**config.mk**
```make
export PLATFORM = sky130hd
export DESIGN_NAME = fb_swap_ctrl
export DESIGN_NICKNAME = d
export VERILOG_FILES = /design/src/rtl/fb_swap_ctrl.sv
export SDC_FILE = /design/constraint.sdc
export NUM_CORES = 1
export LEC_CHECK = 0
export ABC_AREA = 1
export CAP_MARGIN = 20
export CORE_UTILIZATION = 35
export DETAILED_ROUTE_END_ITERATION = 10
export PLACE_DENSITY = 0.62
export SLEW_MARGIN = 20
export SYNTH_ARGS = -nofsm -noshare
export SYNTH_HDL_FRONTEND = slang
export SYNTH_SLANG_ARGS = --single-unit
export TNS_END_PERCENT = 10
```
**constraint.sdc**
```tcl
create_clock -name aclk -period 5.3 [get_ports aclk]
set_clock_uncertainty 0.15 [all_clocks]
set_input_delay 0.795 -clock aclk [delete_from_list [all_inputs] [get_ports aclk]]
set_output_delay 0.795 -clock aclk [all_outputs]
set_load 0.01 [all_outputs]
```
**src/rtl/fb_swap_ctrl.sv**
```systemverilog
// Display-side framebuffer swap controller: queues finished-frame addresses and
// commits each to display_addr either immediately or on a vsync rising edge.
module fb_swap_ctrl #(
   parameter int                    ADDR_WIDTH         = 25,
   parameter int                    PENDING_DEPTH      = 2,
   parameter int                    MODE               = 0,
   parameter logic [ADDR_WIDTH-1:0] DISPLAY_RESET_ADDR = '0,
   parameter int                    CNT_WIDTH          = 16
) (
   input  logic                               aclk,
   input  logic                               rst,
   input  logic                               swap_fb,
   input  logic                               swap_fb_enable_vsync,
   input  logic [ADDR_WIDTH-1:0]              fb_addr,
   output logic                               swap_ready,
   output logic                               fb_swapped,
   input  logic                               vsync,
   output logic [ADDR_WIDTH-1:0]              display_addr,
   output logic [$clog2(PENDING_DEPTH):0]     pending,
   output logic [CNT_WIDTH-1:0]               frame_count,
   output logic [CNT_WIDTH-1:0]               dropped_count
);

   localparam int              PTR_W    = $clog2(PENDING_DEPTH);
   localparam logic [PTR_W:0]  FULL_CNT = PENDING_DEPTH[PTR_W:0];
   localparam logic [PTR_W:0]  ONE_CNT  = {{PTR_W{1'b0}}, 1'b1};

   logic [ADDR_WIDTH-1:0] q_addr [PENDING_DEPTH];
   logic                  q_vs   [PENDING_DEPTH];
   logic [PTR_W-1:0]      head;
   logic [PTR_W-1:0]      tail;
   logic [PTR_W-1:0]      wr_idx;
   logic                  vsync_q;
   logic                  vs_edge;
   logic                  full;
   logic                  accept;
   logic                  commit;
   logic                  overwrite;
   logic [PTR_W:0]        pending_nxt;

   // Commit looks only at the start-of-cycle head, so a same-cycle accept is never committed.
   always_comb begin
      vs_edge     = vsync && !vsync_q;
      full        = (pending == FULL_CNT);
      accept      = swap_fb && swap_ready;
      commit      = (pending != '0) && (!q_vs[head] || vs_edge);
      overwrite   = accept && full && !commit && (MODE == 1);
      wr_idx      = overwrite ? (tail - PTR_W'(1)) : tail;
      pending_nxt = pending;
      if (accept && !overwrite && !commit)
         pending_nxt = pending + ONE_CNT;
      else if (commit && !accept)
         pending_nxt = pending - ONE_CNT;
   end

   always_ff @(posedge aclk or posedge rst) begin
      if (rst) begin
         head          <= '0;
         tail          <= '0;
         pending       <= '0;
         swap_ready    <= 1'b1;
         fb_swapped    <= 1'b0;
         vsync_q       <= 1'b0;
         display_addr  <= DISPLAY_RESET_ADDR;
         frame_count   <= '0;
         dropped_count <= '0;
      end else begin
         vsync_q    <= vsync;
         fb_swapped <= commit;
         pending    <= pending_nxt;
         swap_ready <= (MODE == 1) || (pending_nxt != FULL_CNT);
         if (commit) begin
            display_addr <= q_addr[head];
            head         <= head + PTR_W'(1);
         end
         if (accept && !overwrite)
            tail <= tail + PTR_W'(1);
         if (vs_edge)
            frame_count <= frame_count + CNT_WIDTH'(1);
         if (overwrite)
            dropped_count <= dropped_count + CNT_WIDTH'(1);
      end
   end

   // Queue storage carries no reset; occupancy is tracked by the pointers alone.
   always_ff @(posedge aclk) begin
      if (accept) begin
         q_addr[wr_idx] <= fb_addr;
         q_vs[wr_idx]   <= swap_fb_enable_vsync;
      end
   end

endmodule

```
# --- Word-level counts from Yosys, hierarchy flattened ---
# Memories as Yosys holds them, arrays and structs flattened. A register that Yosys moved wholly into a read port is not among the register bits.
# Index checks and enable logic that the tools add are counted.
totals:
  memories: 2
  ff_bits: 23
  mem_bits_rw: 52
  input_bits: 30
op_classes:
  add_sub_neg: 5
  n_eq_ne: 1
  reduce_logical: 11
  n_mux: 4
memory_table:
  columns: ["name", "words", "word_bits", "rd", "rd_ports_with_merged_regs", "write_ports", "line_no", "rtl"]
  rows:
  - ["q_addr", 2, 25, 1, 1, 1, "28", "logic [ADDR_WIDTH-1:0] q_addr [PENDING_DEPTH];"]
  - ["q_vs", 2, 1, 1, 0, 1, "29", "logic q_vs [PENDING_DEPTH];"]
op_table:
  columns: ["cell", "count"]
  rows:
  - ["adder 16 x 1 -> 16 bit (second input constant)", 1]
  - ["logical AND 1 bit", 5]
  - ["logical NOT 1 bit", 4]
  - ["2-to-1 mux 2 bit", 2]
  - ["adder 1 bit (second input constant)", 2]
  - ["adder 2 x 1 -> 2 bit (second input constant)", 1]
  - ["2-to-1 mux 1 bit", 2]
  - ["!= test 2 bit (second input constant)", 1]
  - ["nonzero test 2 bit", 1]
  - ["subtractor 2 x 1 -> 2 bit (second input constant)", 1]
  - ["logical OR 1 bit", 1]

# --- Depth between registers and ports, before layout ---
logic_depth:
  ltp_word: 8
  mapped_depth: 10

# --- Worst setup path before layout ---
# OpenSTA, ideal clock, no wires.
synth_path:
  path_type: "input-to-reg"
  startpoint: "input port swap_fb"
  endpoint: "memory q_addr[0][0], enable pin"
  t_required_ns: 4.741
  arrival_time_ns: 2.027
  stages: 2
  path_slack_ns: 2.714
  setup_time_ns: 0.409
  cell_sequence: "nand2_1 -> nor2_1"
synth_via:
  elab_chain_len: 3
synth_lines:
  columns: ["item", "line_no", "rtl"]
  rows:
  - ["from (decl)", "12", "input logic swap_fb,"]
  - ["logical AND 1 bit", "45", "accept = swap_fb && swap_ready;"]
  - ["2-to-1 mux 1 bit", "87", "if (accept) begin"]
  - ["2-to-1 mux 1 bit (implied by the code)", "88", "q_addr[wr_idx] <= fb_addr;"]
  - ["to (decl)", "28", null]
# No other way between the ends.

# --- Worst setup path after layout ---
layout_path:
  startpoint: "register swap_ready"
  endpoint: "output port swap_ready"
layout_rtl:
  columns: ["item", "line_no", "rtl"]
  rows:
  - ["from (decl)", "15", "output logic swap_ready,"]
  - ["from (signal assigned)", "71", "swap_ready <= (MODE == 1) || (pending_nxt != FULL_CNT);"]
# No word-level cell between the ends.

==> results.ini <==
[sta]
worst_pin_slew_ns=1.014
final_hold_viol_count=0
maxSlewHeadroom_pct=32.39
final-max-slew-violation-count=0
fin_tns_setup_ns=0
fin_crit_sh_pct=44.13
finalWorstSetupSlack_ns=2.961
rsz0062_at_grt=no
fmax_mhz=427.5
layout_min_cycle_time_ns=2.339
setup_viol=0

[floorplanning]
coreArea_um2=10980
die_h_um=108.9
pin_count=91
fp.dieW_um=108.9
num_rows=38
start_util_pct=36.40
die_area_um2=11850

[clock_network]
cts-root-buf=clkbuf_16
cts_sinks=100
cts_hold_buf=0
cts_tree=done
cts-htree-levels=3
post_cts_resize_count=0
numCtsBuffers=9
insertion_delay_ns=0.33
post_cts_buffers=0
clkTransAtPathRegs_ns=0.07
cts_buffer_depth=2

[synth]
synth_seq_cells=100
synth_area_leaders=edfxtp_1 39%, dfrtp_1 29%, nand2_1 9.2%
ys_warn_count=0
syn_inst=346
synth.avg_cell_area_um2=11.55
netlist.area_leader.share_pct=39.06
netlist_area_um2=3998
synth_cell_types=28
yosys.area.top_type=edfxtp_1
ys_seq_area_share_pct=69.14

[global_route]
grt_antenna_before_repair=0
grt_use_total_pct=13.60
grt_max_degree=52
grt_pass1_vias=2582
grt-ovfl-total=0
grt_pass1_wl_mm=12.13

[worst_hold_path]
whs_path_depth=1
hp-start=frame_count[4]
hold_class=reg2reg
min_to=frame_count[4]

[route]
wl_per_cell_um=12.89
drc=0
drt-initial-drc-count=71
dr_total_vias=2516
drt.antenna.violating_nets=0
drt_wl_total_mm=7.298
drt-pass1-iter-count=4
viasPerCell=4.445

[setup_path]
reg2reg_to=display_addr[22]
arrival_ns=1.39
rr_startpoint=head
critPathKind=reg2out
r2r_slack_ns=3.03
crit_fanout=2
critPathBufInv=1
worstPathRequired_ns=4.36
cp_cell_sequence=clkdlybuf4s50_1
worst-r2r-cell-count=7
end_kind=output pin
critPathSlowestCell=dfstp_2
cp_top_family=flip-flops
cp_slowest_stage_delay_ns=0.54
start_kind=flop

[layout]
drive_gt1_share_pct=7.746
fillers=1001
nNetsFinal=454
finish.utilization_pct=46.22
final_cells=566
area_growth_pct=26.98
antenna_cells=0

[run]
maxCapViolCount=0

[status]
status=finished clean

[power_and_ir_drop]
ir_drop_mv=0.2154
powerDensity_nw_per_um2=529.8
p_int_uw=1791
total_power_uw=2689
p_seq_share_pct=45.3
power_frac_comb_pct=31.7
leakage_uw=0.002082
p_clk_share_pct=22.9
p_switching_uw=898.4
p_sw_share_pct=33.41

[placed_design]
placed_cells=551
place.gp.congestion=0.7642
pre_cts_ws_ns=2.734
port_buffers=74
dp_hpwl_mm=4.716

per-stage QoR:
step           area, um2  hold slack (ns)
2_1_floorplan       4054           0.3556
3_3_place_gp        4796           0.3540
3_5_place_dp        4796           0.3541
4_1_cts             5075           0.3637
5_1_grt             5076           0.3932
6_report            5076           0.3660
registers in the layout, summed over array words and instances (netlist names):
signal        cells
display_addr     25
fb_swapped        1
frame_count      16
head              1
pending           2
q_addr           50
q_vs              2
swap_ready        1
tail              1
vsync_q           1
worst max path at each step:
| stage | start | end | slack (ns) | depth (start not counted) |
|---|---|---|---|---|
| 2_1_floorplan | swap_fb | q_addr[0][0] | 2.71 | 2 |
| 6_report | swap_ready | swap_ready | 2.96 | 1 |
| 3_3_place_gp | vsync | display_addr[20] | 2.77 | 7 |
| 5_1_grt | head | display_addr[18] | 2.71 | 7 |
| 4_1_cts | swap_ready | swap_ready | 2.94 | 1 |
| 3_5_place_dp | vsync | display_addr[22] | 2.73 | 7 |
cells in the mapped netlist, drive strengths merged:
| cell | n |
|---|---|
| a31oi | 25 |
| and2 | 1 |
| buf | 23 |
| clkbuf | 3 |
| conb | 1 |
| dfrtp | 47 |
| dfstp | 1 |
| edfxtp | 52 |
| ha | 2 |
| inv | 24 |
| nand2 | 102 |
| nand3 | 8 |
| nand3b | 1 |
| nor2 | 39 |
| nor3 | 3 |
| o21ai | 1 |
| xnor2 | 7 |
| xor2 | 6 |
layout make-up:
class / count / area (um2) / share of cell area (%)
Sequential cell: 100 / 2764 / 54.45
Multi-Input combinational cell: 211 / 1003 / 19.77
Timing Repair Buffer: 76 / 755.7 / 14.89
Clock buffer: 9 / 225.2 / 4.437
Tap cell: 140 / 175.2 / 3.451
Inverter: 24 / 98.84 / 1.947
Clock inverter: 6 / 53.80 / 1.060
layout by cell type, fill, tap and decap left out, drive strengths merged, types with 2 or more instances in the layout:
master / count
nand2: 102
clkdlybuf4s50: 74
edfxtp: 52
dfrtp: 47
nor2: 39
inv: 27
a31oi: 25
conb: 16
clkbuf: 9
nand3: 8
xnor2: 7
xor2: 6
nor3: 3
ha: 2
buf: 2
clkinv: 2
cell families (layout without fill, tap and decap cells):
kind of cell	Yosys count	count (layout)	share of synthesized area [%]
fa+ha+maj	2	2	0.6259
buf+inv	50	115	7.293
compound gates	26	26	4.037
simple gates	154	154	15.96
xor+xnor	13	13	2.848
other cells	1	16	0.09381
flops	100	100	69.14
layer usage:
metal	track usage, %	routed length [um]
met1	16.72	3259
met2	23.36	3694
met3	3.048	317
met4	4.826	26
met5	0	0
power groups by stage:
| stage | clock (uW) | sequential [uW] | combinational (uW) |
|---|---|---|---|
| 2_1_floorplan | 0 | 1240 | 483 |
| 3_3_place_gp | 0 | 1240 | 842 |
| 3_5_place_dp | 0 | 1240 | 869 |
| 4_1_cts | 634 | 1220 | 870 |
| 5_1_grt | 664 | 1250 | 965 |
| 6_report | 617 | 1220 | 854 |
No activity file was read; power rests on OpenSTA's default activity.
